==> src/rtl/params_pkg.sv <==
// Shared constants for the execute stage.
// ALU operation codes carried on alu_control_i.
package params_pkg;

   localparam logic [3:0] ADD_ALU_CONTROL       = 4'h0;
   localparam logic [3:0] SUB_ALU_CONTROL       = 4'h1;
   localparam logic [3:0] XOR_ALU_CONTROL       = 4'h2;
   localparam logic [3:0] OR_ALU_CONTROL        = 4'h3;
   localparam logic [3:0] AND_ALU_CONTROL       = 4'h4;
   localparam logic [3:0] L_SHIFT_ALU_CONTROL   = 4'h5;
   localparam logic [3:0] R_SHIFT_L_ALU_CONTROL = 4'h6;
   localparam logic [3:0] R_SHIFT_A_ALU_CONTROL = 4'h7;
   localparam logic [3:0] LT_ALU_CONTROL        = 4'h8;
   localparam logic [3:0] LTU_ALU_CONTROL       = 4'h9;
   localparam logic [3:0] GE_ALU_CONTROL        = 4'hA;
   localparam logic [3:0] GEU_ALU_CONTROL       = 4'hB;
   localparam logic [3:0] BNE_ALU_CONTROL       = 4'hC;

endpackage

==> src/rtl/ex_alu.sv <==
// ex_alu: execute-stage ALU with a bit-serial shifter and valid/ready handshakes.
// Ports: clk_i/rst_ni, valid_i/ready_o/alu_control_i/a_i/b_i/flush_i in, valid_o/ready_i/result_o/branch_cond_o out.
module ex_alu
   import params_pkg::*;
#(
   parameter int XLEN = 32
) (
   input  logic            clk_i,
   input  logic            rst_ni,
   input  logic            valid_i,
   output logic            ready_o,
   input  logic [3:0]      alu_control_i,
   input  logic [XLEN-1:0] a_i,
   input  logic [XLEN-1:0] b_i,
   input  logic            flush_i,
   output logic            valid_o,
   input  logic            ready_i,
   output logic [XLEN-1:0] result_o,
   output logic            branch_cond_o
);

   typedef enum logic [1:0] {
      IDLE  = 2'd0,
      SHIFT = 2'd1,
      DONE  = 2'd2
   } state_t;

   state_t            state;
   logic [4:0]        cnt;
   logic [XLEN-1:0]   op_a;
   logic [XLEN-1:0]   op_b;
   logic [3:0]        op_ctl;
   logic [XLEN-1:0]   sh_nxt;
   logic              accept;
   logic              in_shift;

   assign ready_o = (state == IDLE) | ((state == DONE) & ready_i);
   assign accept  = valid_i & ready_o & ~flush_i;

   assign in_shift = (alu_control_i == L_SHIFT_ALU_CONTROL)
                   | (alu_control_i == R_SHIFT_L_ALU_CONTROL)
                   | (alu_control_i == R_SHIFT_A_ALU_CONTROL);

   // One-bit step of the latched operand; op_a doubles as the shift register.
   always_comb begin
      sh_nxt = op_a;
      unique case (op_ctl)
         L_SHIFT_ALU_CONTROL:   sh_nxt = {op_a[XLEN-2:0], 1'b0};
         R_SHIFT_L_ALU_CONTROL: sh_nxt = {1'b0, op_a[XLEN-1:1]};
         R_SHIFT_A_ALU_CONTROL: sh_nxt = {op_a[XLEN-1], op_a[XLEN-1:1]};
         default:               sh_nxt = op_a;
      endcase
   end

   // Result is decoded from the latched operands so it stays stable
   // while DONE waits on ready_i; shifts expose the shifted operand.
   always_comb begin
      result_o      = '0;
      branch_cond_o = 1'b0;
      unique case (op_ctl)
         ADD_ALU_CONTROL: result_o = op_a + op_b;
         SUB_ALU_CONTROL: begin
            result_o      = op_a - op_b;
            branch_cond_o = (op_a == op_b);
         end
         BNE_ALU_CONTROL: begin
            result_o      = op_a - op_b;
            branch_cond_o = (op_a != op_b);
         end
         LT_ALU_CONTROL: begin
            branch_cond_o = ($signed(op_a) < $signed(op_b));
            result_o      = {{(XLEN-1){1'b0}}, branch_cond_o};
         end
         LTU_ALU_CONTROL: begin
            branch_cond_o = (op_a < op_b);
            result_o      = {{(XLEN-1){1'b0}}, branch_cond_o};
         end
         GE_ALU_CONTROL: begin
            branch_cond_o = ($signed(op_a) >= $signed(op_b));
            result_o      = {{(XLEN-1){1'b0}}, branch_cond_o};
         end
         GEU_ALU_CONTROL: begin
            branch_cond_o = (op_a >= op_b);
            result_o      = {{(XLEN-1){1'b0}}, branch_cond_o};
         end
         XOR_ALU_CONTROL:       result_o = op_a ^ op_b;
         OR_ALU_CONTROL:        result_o = op_a | op_b;
         AND_ALU_CONTROL:       result_o = op_a & op_b;
         L_SHIFT_ALU_CONTROL:   result_o = op_a;
         R_SHIFT_L_ALU_CONTROL: result_o = op_a;
         R_SHIFT_A_ALU_CONTROL: result_o = op_a;
         default: begin
            result_o      = '0;
            branch_cond_o = 1'b0;
         end
      endcase
   end

   always_ff @(posedge clk_i or negedge rst_ni) begin
      if (!rst_ni) begin
         state   <= IDLE;
         valid_o <= 1'b0;
         cnt     <= '0;
         op_a    <= '0;
         op_b    <= '0;
         op_ctl  <= ADD_ALU_CONTROL;
      end else if (flush_i) begin
         state   <= IDLE;
         valid_o <= 1'b0;
         cnt     <= '0;
      end else begin
         unique case (state)
            IDLE, DONE: begin
               if (accept) begin
                  op_a   <= a_i;
                  op_b   <= b_i;
                  op_ctl <= alu_control_i;
                  if (in_shift && (b_i[4:0] != 5'd0)) begin
                     state   <= SHIFT;
                     valid_o <= 1'b0;
                     cnt     <= b_i[4:0];
                  end else begin
                     state   <= DONE;
                     valid_o <= 1'b1;
                     cnt     <= '0;
                  end
               end else if ((state == DONE) && ready_i) begin
                  state   <= IDLE;
                  valid_o <= 1'b0;
               end
            end
            SHIFT: begin
               op_a <= sh_nxt;
               cnt  <= cnt - 5'd1;
               if (cnt == 5'd1) begin
                  state   <= DONE;
                  valid_o <= 1'b1;
               end
            end
            default: begin
               state   <= IDLE;
               valid_o <= 1'b0;
            end
         endcase
      end
   end

endmodule

==> config.mk <==
export PLATFORM = sky130hd
export DESIGN_NAME = ex_alu
export DESIGN_NICKNAME = d
export VERILOG_FILES = /design/src/rtl/params_pkg.sv /design/src/rtl/ex_alu.sv
export SDC_FILE = /design/constraint.sdc
export NUM_CORES = 1
export LEC_CHECK = 0
export BUFFER_PORTS_ARGS = -buffer_cell sky130_fd_sc_hd__buf_2
export CAP_MARGIN = 20
export CORE_MARGIN = 8
export CORE_UTILIZATION = 35
export DETAILED_ROUTE_END_ITERATION = 10
export PLACE_DENSITY = 0.57
export REMOVE_ABC_BUFFERS = 1
export SKIP_LAST_GASP = 1
export SLEW_MARGIN = 20
export SYNTH_ARGS = -nofsm -noshare
export SYNTH_HDL_FRONTEND = slang
export SYNTH_SLANG_ARGS = --single-unit
export TNS_END_PERCENT = 5
==> constraint.sdc <==
create_clock -name clk_i -period 2.7 [get_ports clk_i]
set_input_delay 0.135 -clock clk_i [delete_from_list [all_inputs] [get_ports clk_i]]
set_output_delay 0.135 -clock clk_i [all_outputs]
set_load 0.1 [all_outputs]
==> summary.txt <==
Timing
  – Period minus WS final: 3.46 ns
  – RSZ-0062 raised after global routing: yes
  – Count of final hold-check violations: 0
  – Actual slew at the worst max-slew pin: 0.746 ns
  – Max-Slew Margin vs Limit: 0.503
  – Achievable frequency: 289 MHz
  – Final WS setup: -0.764 ns
  – Final clock skew: 0.00980 ns
  – Post-Route Setup TNS: -17.36 ns
  – Final slew viol count: 0
  – Final period utilization: 1.28
  – Endpoints failing setup: 29

Hold path
  – Type of the worst min-delay path: in -> reg

Synth
  – Syn avg cell area: 7.03 um^2
  – Cell Area, Synth: 0.00878 mm^2
  – Synth Flop Type: dfrtp_1
  – Post-synthesis sequential area ratio: 0.214
  – Adder-cell share of the synthesized area: 0.144
  – Library cells used by synthesis: 84
  – Synth Area in XOR/XNOR: 0.00299
  – Number of synthesis warnings: 0
  – Register bit total from synthesis: 75
  – Synth async-reset ratio: 1.00
  – Post-Syn Instances: 1249
  – Post-synthesis simple-gate area fraction: 0.212
  – EDFF count, synth: 0
  – Mux cell area share after synthesis: 0.00726
  – Synth Area in Compound Gates: 0.336
  – Largest family of logic cells by synthesized area: compound AO/OA/AOI/OAI gates

Route
  – Via count: 10700
  – DRC Markers: 0
  – DR vias/cell: 5.39
  – ANT nets after route: 0
  – DRT iter0 DRCs: 865
  – DR pass1 iterations: 6
  – Routed wire length: 33900 um
  – Wire length per cell: 17.0 um

Finish
  – Nets: 1829
  – Fillers: 2339
  – P&R area growth vs syn: 55.0%
  – N_diodes: 0
  – Fraction of layout cells with a size suffix above 1: 0.350
  – Utilization after layout: 0.547

Floorplanning
  – Die area: 0.0304 mm^2
  – Die W: 174 um
  – Die Y: 174 um
  – Starting density of the core: 0.353
  – Core Region: 0.0249 mm^2
  – Core Rows: 58
  – Io pins: 108

Outcome
  – Failing checks: negative setup slack
  – Outcome: finished with violations

Global route
  – First-pass GRT wire length: 55800 um
  – GR Util All Layers: 0.221
  – Number of global-route vias before repair: 10900
  – Initial antenna violation count: 0
  – Largest net degree at the start of global routing: 76
  – Grt total ovfl: 0

Flow run
  – Maxcap violations: 0

Place
  – HPWL after DPL: 25800 um
  – Gp weighted congestion: 0.938
  – Port Buffers: 107

Pwr
  – Peak supply drop: 0.651 mV
  – Pwr Density: 930 mW/mm^2
  – Static leakage: 6.32 nW

Clocking
  – Worst-path clk slew: 0.06 ns
  – Clk Latency, worst-skew pair: 0.36 ns
  – H-tree depth: 3
  – Clock Path Buffers: 2
  – CTS Buf Count: 9
  – Clock Root Buffer: clkbuf_16
  – Num Clock Sinks: 75
  – CTS tree: built

Worst setup path
  – Setup crit end kind: output port
  – Crit path required time: 2.57 ns
  – CP max FO: 6
  – Startpoint Class: register
  – Crit path DAT: 3.33 ns
  – Kind of critical path: reg -> out
state kept, by name, summed over array words and instances, names as in the netlist:
name and cells:
valid_o 1, op_ctl 4, cnt 5, op_a 32, op_b 32, state 1
power breakdown:
group	internal (mW)	switching [mW]
sequential	1.31	0.129
clock	0.771	0.552
combinational	4.15	5.74
total	6.24	6.42
worst max-delay path: stages (launching register included):
cell	delay [ns]
dfrtp_1	0.35
inv_1	0.06
ha_1	0.36
buf_4	0.19
or2_1	0.22
o221ai_1	0.22
a311oi_2	0.16
o221a_2	0.30
o22ai_2	0.23
a211oi_1	0.16
o32ai_2	0.32
o311ai_4	0.19
buf_12	0.20
cell usage after synthesis, drive strengths merged (4+ instances only):
library cell | n | area (um^2)
a211oi | 13 | 103
a21o | 9 | 67.6
a21oi | 135 | 683
a221o | 7 | 70.1
a221oi | 37 | 337
a31oi | 13 | 81.3
and2 | 4 | 25.0
and3 | 4 | 25.0
buf | 20 | 120
clkbuf | 63 | 236
dfrtp | 75 | 1880
ha | 98 | 1230
inv | 103 | 387
nand2 | 122 | 458
nand2b | 7 | 43.8
nand3 | 31 | 160
nand4 | 11 | 68.8
nor2 | 187 | 704
nor2b | 13 | 81.3
nor3 | 21 | 121
nor4 | 6 | 58.8
o211ai | 20 | 155
o21ai | 132 | 661
o21bai | 13 | 97.6
o221ai | 10 | 87.6
o22ai | 9 | 56.3
o311ai | 4 | 35.0
o31ai | 8 | 73.8
or2 | 4 | 25.0
or3 | 5 | 31.3
metrics by stage:
stage               cells  total power [mW]  instance area (um^2)  hold WS, ns  worst slack (ns)
floorplan            1166              6.51                  8430       -0.161             -2.66
global placement     1944              10.7                 12500        0.340            -0.602
detailed placement   1944              10.7                 12500        0.341            -0.677
CTS                  1985              12.4                 13400      0.00361            -0.748
global route         1991              13.4                 13600       0.0292            -0.904
finish               1991              12.7                 13600       0.0182            -0.764
repair_timing:
item	in CTS	in global routing
setup buffers	3	5
hold buffers	22	1
pin swaps	28	18
endpoints found under the hold margin	22	75
endpoints found under the setup margin	30	33
resized for setup	57	33
routing by layer:
layer / GRT usage / part of all wire
met4: 0.0620 / 0.019
met1: 0.299 / 0.47
met3: 0.0260 / 0.053
met2: 0.365 / 0.46
met5: 0 / 0
cells in the final DEF, fill, tap and decap left out, types with 37 or more instances in the layout:
master | synthesis | layout
inv_1 | 95 | 88
o21ai_0 | 121 | 118
dfrtp_1 | 75 | 75
buf_12 | 0 | 37
buf_2 | 6 | 73
nand2_1 | 122 | 120
ha_1 | 98 | 82
buf_4 | 4 | 342
a21oi_1 | 133 | 126
nor2_1 | 186 | 179
path summary, 6_finish.rpt:
kind                            from      endpoint  slack [ns]  depth (start not counted)
setup / recovery            op_a[13]  result_o[30]       -0.76                         12
hold / removal               b_i[15]      op_b[15]        0.02                          3
setup reg to reg           op_ctl[3]       op_a[0]        0.49                          9
hold reg to reg             state[0]       valid_o        0.55                          1
max in group asynchronous     rst_ni        cnt[2]        1.80                          2
min in group asynchronous     rst_ni      op_a[12]        0.39                          2
cells by family (layout without fill, tap and decap cells):
logic type,count (synthesis),after routing
buffers and inverters,186,598
flip-flops,75,75
AND/OR/NAND/NOR,422,422
XOR/XNOR,3,3
AO/OA/AOI/OAI,457,457
multiplexers,6,6
adder cells (fa/ha/maj),100,100
cell type report:
type / instances / area, um^2 / area share
clock buffer: 11 / 253 / 0.0186
clock inverter: 5 / 60.1 / 0.00441
inverter: 103 / 387 / 0.0284
multi-input combinational: 988 / 6660 / 0.489
sequential: 75 / 1880 / 0.138
tap: 330 / 413 / 0.0303
timing repair buffer: 479 / 3960 / 0.291
(Power assumes the default switching activity.)
